$ cat config.mk
export PLATFORM = sky130hd
export DESIGN_NAME = alu_slot_ctrl
export DESIGN_NICKNAME = d
export VERILOG_FILES = /design/src/rtl/alu_slot_ctrl_pkg.sv /design/src/rtl/alu_slot_fsm.sv /design/src/rtl/alu_slot_ctrl.sv
export SDC_FILE = /design/constraint.sdc
export NUM_CORES = 1
export LEC_CHECK = 0
export BUFFER_PORTS_ARGS = -buffer_cell sky130_fd_sc_hd__buf_4
export CORE_ASPECT_RATIO = 0.75
export CORE_MARGIN = 4
export CORE_UTILIZATION = 50
export DETAILED_ROUTE_END_ITERATION = 16
export GPL_ROUTABILITY_DRIVEN = 0
export PLACE_DENSITY = 0.82
export SLEW_MARGIN = 10
export SYNTH_ARGS = -nofsm -noshare
export SYNTH_HDL_FRONTEND = slang
export SYNTH_SLANG_ARGS = --single-unit
$ cat constraint.sdc
create_clock -name clk -period 4.4 [get_ports clk]
set_input_delay 0.66 -clock clk [delete_from_list [all_inputs] [get_ports clk]]
set_output_delay 0.66 -clock clk [all_outputs]
set_load 0.02 [all_outputs]
$ cat src/rtl/alu_slot_ctrl_pkg.sv
// Shared slot-state encoding, slot count and index helpers for the ALU slot tracker.
// Optional protocol checking in alu_slot_ctrl is enabled with the ALU_SLOT_CHECK_EN macro.
package alu_slot_ctrl_pkg;

    localparam int         NUM_SLOTS = 6;
    localparam logic [2:0] NO_SLOT   = 3'b111;

    typedef enum logic [1:0] {
        SLOT_FREE  = 2'b00,
        SLOT_WAIT  = 2'b01,
        SLOT_READY = 2'b10,
        SLOT_EXEC  = 2'b11
    } slot_state_e;

    function automatic logic idx_valid(input logic [2:0] idx);
        return idx < 3'(NUM_SLOTS);
    endfunction

    // Out-of-range codes (including NO_SLOT) decode to an all-zero vector.
    function automatic logic [NUM_SLOTS-1:0] idx_onehot(input logic [2:0] idx);
        logic [NUM_SLOTS-1:0] oh;
        oh = '0;
        for (int i = 0; i < NUM_SLOTS; i++) begin
            if (idx == 3'(i)) begin
                oh[i] = 1'b1;
            end
        end
        return oh;
    endfunction

endpackage

$ cat src/rtl/alu_slot_fsm.sv
// Four-state lifecycle of a single ALU issue slot, driven by pre-qualified strobes.
module alu_slot_fsm
    import alu_slot_ctrl_pkg::*;
(
    input  logic        clk,
    input  logic        rst,
    input  logic        rdy,
    input  logic        flush,
    input  logic        alloc,
    input  logic        alloc_rdy,
    input  logic        wake,
    input  logic        disp,
    input  logic        cmpl,
    output slot_state_e state
);

    slot_state_e state_q;
    slot_state_e state_d;

    always_comb begin
        state_d = state_q;
        if (!rdy) begin
            state_d = state_q;
        end else if (flush) begin
            state_d = SLOT_FREE;
        end else begin
            case (state_q)
                SLOT_FREE: begin
                    if (alloc) begin
                        state_d = (alloc_rdy || wake) ? SLOT_READY : SLOT_WAIT;
                    end
                end
                SLOT_WAIT: begin
                    if (wake) begin
                        state_d = SLOT_READY;
                    end
                end
                SLOT_READY: begin
                    if (disp) begin
                        state_d = SLOT_EXEC;
                    end
                end
                SLOT_EXEC: begin
                    if (cmpl) begin
                        state_d = SLOT_FREE;
                    end
                end
                default: state_d = SLOT_FREE;
            endcase
        end
    end

    always_ff @(posedge clk) begin
        if (rst) begin
            state_q <= SLOT_FREE;
        end else begin
            state_q <= state_d;
        end
    end

    assign state = state_q;

endmodule

$ cat src/rtl/alu_slot_ctrl.sv
// Tracks the six ALU issue slots: index decode, port conflict resolution, issue registers, error flag.
// Define ALU_SLOT_CHECK_EN to make protocol violations set the sticky err output.
module alu_slot_ctrl
    import alu_slot_ctrl_pkg::*;
(
    input  logic                 clk,
    input  logic                 rst,
    input  logic                 rdy,
    input  logic                 flush,
    input  logic                 alloc_en_1,
    input  logic                 alloc_en_2,
    input  logic [2:0]           alloc_idx_1,
    input  logic [2:0]           alloc_idx_2,
    input  logic                 alloc_rdy_1,
    input  logic                 alloc_rdy_2,
    input  logic [NUM_SLOTS-1:0] wake_vec,
    input  logic [2:0]           disp_idx_1,
    input  logic [2:0]           disp_idx_2,
    input  logic                 cmpl_valid,
    input  logic [2:0]           cmpl_slot,
    output logic [NUM_SLOTS-1:0] alu_busy,
    output logic [NUM_SLOTS-1:0] alu_ready,
    output logic                 issue_valid_1,
    output logic                 issue_valid_2,
    output logic [2:0]           issue_slot_1,
    output logic [2:0]           issue_slot_2,
    output logic                 full,
    output logic                 err
);

    slot_state_e          slot_state [NUM_SLOTS];
    logic [NUM_SLOTS-1:0] is_free;
    logic [NUM_SLOTS-1:0] is_ready;
    logic [NUM_SLOTS-1:0] is_exec;

    always_comb begin
        is_free  = '0;
        is_ready = '0;
        is_exec  = '0;
        for (int i = 0; i < NUM_SLOTS; i++) begin
            is_free[i]  = (slot_state[i] == SLOT_FREE);
            is_ready[i] = (slot_state[i] == SLOT_READY);
            is_exec[i]  = (slot_state[i] == SLOT_EXEC);
        end
    end

    assign alu_busy  = ~is_free;
    assign alu_ready = ~is_ready;
    assign full      = &alu_busy;

    logic                 alloc_same;
    logic                 disp_same;
    logic [NUM_SLOTS-1:0] alloc_oh_1;
    logic [NUM_SLOTS-1:0] alloc_oh_2;
    logic [NUM_SLOTS-1:0] disp_oh_1;
    logic [NUM_SLOTS-1:0] disp_oh_2;
    logic [NUM_SLOTS-1:0] alloc_hit_1;
    logic [NUM_SLOTS-1:0] alloc_hit_2;
    logic [NUM_SLOTS-1:0] slot_alloc;
    logic [NUM_SLOTS-1:0] slot_alloc_rdy;
    logic [NUM_SLOTS-1:0] slot_disp;
    logic [NUM_SLOTS-1:0] slot_cmpl;
    logic                 disp_ok_1;
    logic                 disp_ok_2;

    // On a shared target index port 1 wins; the port 2 request is dropped entirely.
    always_comb begin
        alloc_same     = alloc_en_1 && alloc_en_2 && idx_valid(alloc_idx_1)
                         && (alloc_idx_1 == alloc_idx_2);
        disp_same      = idx_valid(disp_idx_1) && (disp_idx_1 == disp_idx_2);
        alloc_oh_1     = alloc_en_1 ? idx_onehot(alloc_idx_1) : '0;
        alloc_oh_2     = (alloc_en_2 && !alloc_same) ? idx_onehot(alloc_idx_2) : '0;
        disp_oh_1      = idx_onehot(disp_idx_1);
        disp_oh_2      = disp_same ? '0 : idx_onehot(disp_idx_2);
        alloc_hit_1    = alloc_oh_1 & is_free;
        alloc_hit_2    = alloc_oh_2 & is_free;
        slot_alloc     = alloc_hit_1 | alloc_hit_2;
        slot_alloc_rdy = (alloc_hit_1 & {NUM_SLOTS{alloc_rdy_1}})
                       | (alloc_hit_2 & {NUM_SLOTS{alloc_rdy_2}});
        slot_disp      = (disp_oh_1 | disp_oh_2) & is_ready;
        slot_cmpl      = (cmpl_valid ? idx_onehot(cmpl_slot) : '0) & is_exec;
        disp_ok_1      = |(disp_oh_1 & is_ready);
        disp_ok_2      = |(disp_oh_2 & is_ready);
    end

    for (genvar g = 0; g < NUM_SLOTS; g++) begin : g_slot
        alu_slot_fsm u_fsm (
            .clk       (clk),
            .rst       (rst),
            .rdy       (rdy),
            .flush     (flush),
            .alloc     (slot_alloc[g]),
            .alloc_rdy (slot_alloc_rdy[g]),
            .wake      (wake_vec[g]),
            .disp      (slot_disp[g]),
            .cmpl      (slot_cmpl[g]),
            .state     (slot_state[g])
        );
    end

    logic       issue_valid_1_q, issue_valid_1_d;
    logic       issue_valid_2_q, issue_valid_2_d;
    logic [2:0] issue_slot_1_q, issue_slot_1_d;
    logic [2:0] issue_slot_2_q, issue_slot_2_d;

    always_comb begin
        issue_valid_1_d = rdy && !flush && disp_ok_1;
        issue_valid_2_d = rdy && !flush && disp_ok_2;
        issue_slot_1_d  = issue_valid_1_d ? disp_idx_1 : NO_SLOT;
        issue_slot_2_d  = issue_valid_2_d ? disp_idx_2 : NO_SLOT;
    end

    always_ff @(posedge clk) begin
        if (rst) begin
            issue_valid_1_q <= 1'b0;
            issue_valid_2_q <= 1'b0;
            issue_slot_1_q  <= NO_SLOT;
            issue_slot_2_q  <= NO_SLOT;
        end else begin
            issue_valid_1_q <= issue_valid_1_d;
            issue_valid_2_q <= issue_valid_2_d;
            issue_slot_1_q  <= issue_slot_1_d;
            issue_slot_2_q  <= issue_slot_2_d;
        end
    end

    assign issue_valid_1 = issue_valid_1_q;
    assign issue_valid_2 = issue_valid_2_q;
    assign issue_slot_1  = issue_slot_1_q;
    assign issue_slot_2  = issue_slot_2_q;

`ifdef ALU_SLOT_CHECK_EN
    logic illegal;
    logic err_q, err_d;

    // Violations are only recorded on cycles where per-slot events could actually apply.
    always_comb begin
        illegal = (alloc_en_1 && idx_valid(alloc_idx_1) && !(|alloc_hit_1))
                | (alloc_en_2 && !alloc_same && idx_valid(alloc_idx_2) && !(|alloc_hit_2))
                | alloc_same
                | disp_same
                | (idx_valid(disp_idx_1) && !disp_ok_1)
                | (idx_valid(disp_idx_2) && !disp_same && !disp_ok_2)
                | (cmpl_valid && !(|slot_cmpl));
        err_d = err_q;
        if (rdy && !flush && illegal) begin
            err_d = 1'b1;
        end
    end

    always_ff @(posedge clk) begin
        if (rst) begin
            err_q <= 1'b0;
        end else begin
            err_q <= err_d;
        end
    end

    assign err = err_q;
`else
    assign err = 1'b0;
`endif

endmodule

==> impl_metrics.yaml, run 1 <==
worst_setup_path:
  required_ps: 3740
  max_stage_delay_ps: 400
  crit_fanout: 5
  critPathTopFamily: "buffers and inverters"
  crit_chain: "inv_1 > ha_1 > inv_1 > nand4_1 > nor3_1 > buf_4"
  critPathKind: "register to output pin"
  startpoint_type: "register"
  critPathCaptureType: "output pin"
  crit_top_cell: "inv_1"
  path_buf_inv: 3
  crit_arrival_ps: 1620
  crit_slowest_cell: "dfxtp_1"
pwr:
  p_leak_nw: 1.14
  max-vdd-ir-drop_uv: 150
  power.total_w: 0.000633
  p_clk_frac: 0.293
  powerDensity_nw_per_um2: 233
  switching_share: 0.349
  power_frac_seq: 0.313
  internal_power_w: 0.000412
  p_switching_w: 0.000221
  power_frac_comb: 0.394
sta:
  worst_slack_ps: 2120
  tns_ps: 0
  hold_slack_ps: 514
  worst_pin_slew_ps: 681
  hold_viol_final: 0
  grt_setup_unrepaired: "false"
  final-setup-viol-count: 0
  finalMaxSlewViolations: 0
  fmax_mhz: 439
  period_share: 0.518
  timing.final.crit_period_ps: 2280
  clock-skew-final_ps: 7.87
  maxSlewHeadroom: 0.545
global_routing:
  grt_max_degree: 17
  grt_use_total: 0.242
  overflow: 0
  antenna_found_initial: 0
  grt_pass1_wl_um: 11000
  grt_pass1_vias: 2182
layout:
  layout.nets: 383
  nFillCells: 355
  num_antenna_cells: 0
  areaGrowthSynthToFinish_pct: 19.4
  layout-drive-gt1-share: 0.199
  stdcell_area_um2: 2720
synthesis:
  synth.cell_area_um2: 2280
  async_reset_ff_frac: 0
  yosys.cell_types.count: 69
  ys_top_cells_by_area: "dfxtp_1, ha_1, inv_1, nor2_1, nand2b_1"
  synth_most_common_cell: "inv_1"
  synthFlopType: "dfxtp_1"
  syn_area_per_cell_um2: 7.96
  synth_top_area_share: 0.176
  ys_seq_area_frac: 0.176
  synthTopCellsByCount: "inv_1, nor2_1, ha_1"
  ys_ff_latch: 20
  yosysWarnings: 0
  yosys.area.top_type: "dfxtp_1"
  synthCells: 286
  synth_edf_count: 0
  syn_nets: 342
floorplanning:
  start_util: 0.538
  die_h_um: 66.4
  die_x_um: 85.9
  core_area_um2: 4230
  io-pin-count: 52
  die-area_um2: 5710
  fp-row-count: 20
detailed_routing:
  drc_errors: 0
  viasPerCell: 6.30
  wl_per_cell_um: 17.5
  vias: 2400
  wirelength_um: 6660
  drt_iter0_markers: 151
  first_pass_iters: 6
  detail-route-antenna-nets: 0
clocking:
  htreeDepth: 1
  clkTransAtPathRegs_ps: 80
  clock-sinks: 20
  clkLatencyLatePin_ps: 260
  clockRootBuffer: "clkbuf_8"
  cts_max_path_buffers: 2
  cts_buffers: 3
  cts_hold_buf: 0
  cts_tree: "done"
  cts_setup_buffers: 0
  cts_resized: 0
placed_design:
  placed_area_um2: 2650
  port_buffers: 50
  dp_hpwl_um: 5290
  post-place-ws_ps: 2050
run_status:
  status: "finished, final reports clean"
job:
  maxCapViolCount: 0
min_path:
  hp-class: "register to register"
-- tightest hold or removal path: cells and delay by family, from the launching register on --
family             cells  cell delay, ps
and+or+nand+nor        1              70
AOI/OAI and AO/OA      1              60
DFF                    1             340
-- worst paths after layout --
| check | from | end | slack, ps | cells after the start |
|---|---|---|---|---|
| worst max-delay path | g_slot[5].u_fsm.state[0]$_SDFFE_PP0P_ | full | 2120 | 6 |
| worst min-delay path | g_slot[3].u_fsm.state[0]$_SDFFE_PP0P_ | g_slot[3].u_fsm.state[0]$_SDFFE_PP0P_ | 510 | 2 |
| worst max register to register | g_slot[0].u_fsm.state[0]$_SDFFE_PP0P_ | g_slot[0].u_fsm.state[0]$_SDFFE_PP0P_ | 2300 | 7 |
| worst min register to register | g_slot[3].u_fsm.state[0]$_SDFFE_PP0P_ | g_slot[3].u_fsm.state[0]$_SDFFE_PP0P_ | 510 | 2 |
-- registers in the layout, indices dropped and copies added (netlist names) --
| register | flops |
|---|---|
| issue_slot_1 | 3 |
| g_slot.u_fsm.state | 12 |
| issue_slot_2 | 3 |
| issue_valid_1 | 1 |
| issue_valid_2 | 1 |
-- metal layers --
layer | track usage | share of wire
met5 | 0 | 0
met1 | 0.340 | 0.43
met3 | 0.0573 | 0.12
met2 | 0.369 | 0.43
met4 | 0.0573 | 0.017
-- final cells by class --
cell class	count	area (µm²)	share of cell area
clock inverters	1	30.0	0.0111
flip-flops and latches	20	400	0.147
multi-input cells	219	1680	0.617
well taps	55	68.8	0.0253
clock buffers	3	41.3	0.0152
repair buffers	50	375	0.138
inverters	33	124	0.0456
-- cell usage in the layout (no fill, tap or decap), types with 4 or more instances in the layout --
master    synthesis  layout
a211oi_1          4       4
a21oi_1          10      10
a311oi_1          4       4
a31oi_1           5       5
and3_1            4       4
buf_4             2      50
dfxtp_1          20      20
ha_1             26      26
inv_1            32      32
mux2i_1           6       6
nand2_1          14      14
nand2b_1         10      10
nand3_1           7       7
nand3b_1          4       4
nor2_1           28      28
nor3_1            6       6
nor3b_1           4       4
o21ai_0           5       5
o221ai_1          6       6
or3_1             7       7
-- stage by stage --
step | std cells | utilization
after floorplan | 286 | -
after global placement | 377 | 0.625
after detailed placement | 377 | 0.625
after CTS | 381 | 0.642
after global routing | 381 | 0.642
final | 381 | 0.642
-- cells by family (layout without fill, tap and decap cells) --
logic type               Yosys count  count (layout)  share of synthesized area
AND/OR/NAND/NOR                  106             106                      0.262
AO/OA/AOI/OAI                     73              73                      0.264
buffers and inverters             47              87                     0.0874
adder cells (fa/ha/maj)           26              26                      0.143
flip-flops                        20              20                      0.176
multiplexers                       9               9                     0.0511
XOR/XNOR                           4               4                     0.0154
other                              1               1                    0.00165
-- power by group through the flow --
| stage | Combinational (W) | Clock, W | Sequential (W) |
|---|---|---|---|
| 2_1_floorplan | 0.000166 | 0 | 0.000200 |
| 3_3_place_gp | 0.000241 | 0 | 0.000202 |
| 3_5_place_dp | 0.000243 | 0 | 0.000203 |
| 4_1_cts | 0.000246 | 0.000189 | 0.000198 |
| 5_1_grt | 0.000273 | 0.000198 | 0.000200 |
| 6_report | 0.000250 | 0.000185 | 0.000198 |
Note: power is estimated with default switching activity, not from simulation.
==> run 2, diff against run 1 <==
PLACE_DENSITY = 0.85   (was 0.82)
clock period = 2.09 ns   (was 4.4 ns; I/O delays follow)
==> run 2 against run 1 <==
Against the previous run:
- critical path depth up 1
- count of clock-buffer cells in the layout is the same
- critical path type is now register to register
- first-iteration DRC count increased by 64%
- largest cell class unchanged
==> impl_metrics.yaml, run 2 (synthesis gave the netlist of run 1 again) <==
run_status:
  status: "finished, final reports clean"
detailed_routing:
  viasPerCell: 6.25
  vias: 2387
  detail-route-antenna-nets: 0
  wirelength_um: 6930
  drc_errors: 0
  wl_per_cell_um: 18.1
  drt_iter0_markers: 248
  first_pass_iters: 5
layout:
  largest_register_ffs: 12
  layout-drive-gt1-share: 0.205
  nFillCells: 370
  final_common_cell: "buf_4"
  layout.nets: 384
  multi_input_area_um2: 1680
  layout_common_cells: "buf_4, inv_1, nor2_1"
  finalNonFillerCells: 382
  stdcell_area_um2: 2720
  seqCellArea_um2: 400
  areaGrowthSynthToFinish_pct: 19.7
  num_antenna_cells: 0
sta:
  fmax_mhz: 511
  hold_viol_final: 0
  final-setup-viol-count: 0
  hold_slack_ps: 312
  worst_pin_slew_ps: 575
  timing.final.crit_period_ps: 1960
  finalMaxSlewViolations: 0
  period_share: 0.937
  grt_setup_unrepaired: "false"
  clock-skew-final_ps: 4.48
  tns_ps: 0
  maxSlewHeadroom: 0.614
worst_setup_path:
  rr_worst_depth: 7
  startpoint_type: "register"
  r2r_slack_ps: 130
  reg2reg_from: "g_slot[0].u_fsm.state[0]$_SDFFE_PP0P_"
  critPathKind: "register to register"
  critPathCaptureType: "register"
  r2r-end: "g_slot[0].u_fsm.state[0]$_SDFFE_PP0P_"
  crit_arrival_ps: 2120
  required_ps: 2250
  crit_fanout: 4
placed_design:
  placed_area_um2: 2650
  port_buffers: 50
  placed_cells: 378
  dp_hpwl_um: 5470
floorplanning:
  core_area_um2: 4230
  fp-row-count: 20
  io-pin-count: 52
  die_x_um: 85.9
  die-area_um2: 5710
  die_h_um: 66.4
  start_util: 0.538
pwr:
  power.total_w: 0.00135
  max-vdd-ir-drop_uv: 273
  powerDensity_nw_per_um2: 497
  p_leak_nw: 1.14
clocking:
  clkLatencyLatePin_ps: 270
  cts_buffers: 3
  htreeDepth: 1
  clock-sinks: 20
  clockRootBuffer: "clkbuf_8"
  cts_max_path_buffers: 2
  cts_tree: "done"
  clkTransAtPathRegs_ps: 90
  cts_setup_buffers: 0
global_routing:
  grt_use_total: 0.247
  overflow: 0
  grt_max_degree: 17
  grt_pass1_wl_um: 11200
  grt_pass1_vias: 2256
  antenna_found_initial: 0
min_path:
  whs_path_depth: 2
  hold_end: "issue_slot_2[1]$_SDFF_PP1_"
  hp-class: "primary input to register"
  hold_path.startpoint: "disp_idx_2[1]"
job:
  maxCapViolCount: 0
run 2: metrics by stage:
stage                     worst slack [ps]   util
after global placement                 154  0.627
after global routing                  23.4  0.644
after detailed placement               105  0.627
after floorplan                        179      -
after CTS                             87.9  0.644
final                                  132  0.644
run 2: how the worst max path moves through the flow:
stage	from	end	slack, ps	depth (start not counted)
after global placement	g_slot[0].u_fsm.state[0]$_SDFFE_PP0P_	g_slot[0].u_fsm.state[0]$_SDFFE_PP0P_	150	7
after CTS	g_slot[0].u_fsm.state[0]$_SDFFE_PP0P_	g_slot[0].u_fsm.state[0]$_SDFFE_PP0P_	90	7
after global routing	g_slot[0].u_fsm.state[0]$_SDFFE_PP0P_	g_slot[0].u_fsm.state[0]$_SDFFE_PP0P_	20	7
after floorplan	g_slot[0].u_fsm.state[0]$_SDFFE_PP0P_	g_slot[0].u_fsm.state[0]$_SDFFE_PP0P_	180	7
after detailed placement	g_slot[0].u_fsm.state[0]$_SDFFE_PP0P_	g_slot[0].u_fsm.state[0]$_SDFFE_PP0P_	100	7
final	g_slot[0].u_fsm.state[0]$_SDFFE_PP0P_	g_slot[0].u_fsm.state[0]$_SDFFE_PP0P_	130	7
run 2: worst max-delay path, stage by stage (launching register included):
cell and delay, ps:
dfxtp_1 360, inv_2 100, ha_1 190, inv_1 70, or4_1 550, nand4_1 160
a211oi_1 90, a311o_1 330
run 2: routing by layer:
| metal | wire, µm | vias up | global-route usage |
|---|---|---|---|
| met4 | 137 | 0 | 0.0573 |
| met5 | 0 | - | 0 |
| li1 | - | 1134 | - |
| met2 | 3050 | 136 | 0.396 |
| met1 | 2980 | 1097 | 0.323 |
| met3 | 763 | 20 | 0.0735 |
run 2: what timing repair did:
item	CTS	global route
setup endpoints to repair	0	1
hold buffers	0	0
resized for setup	0	1
run 2: report_power, final:
group | leakage (nW) | total [W] | switching (W) | internal, W
registers | 0.162 | 0.000418 | 0.0000191 | 0.000399
clock network | 0.0357 | 0.000407 | 0.000151 | 0.000256
logic | 0.945 | 0.000530 | 0.000315 | 0.000215
run 2: final cells by class:
type,count,area share
multi-input cells,219,0.616
flip-flops and latches,20,0.147
repair buffers,51,0.141
inverters,33,0.0455
well taps,55,0.0253
clock buffers,3,0.0152
clock inverters,1,0.0110
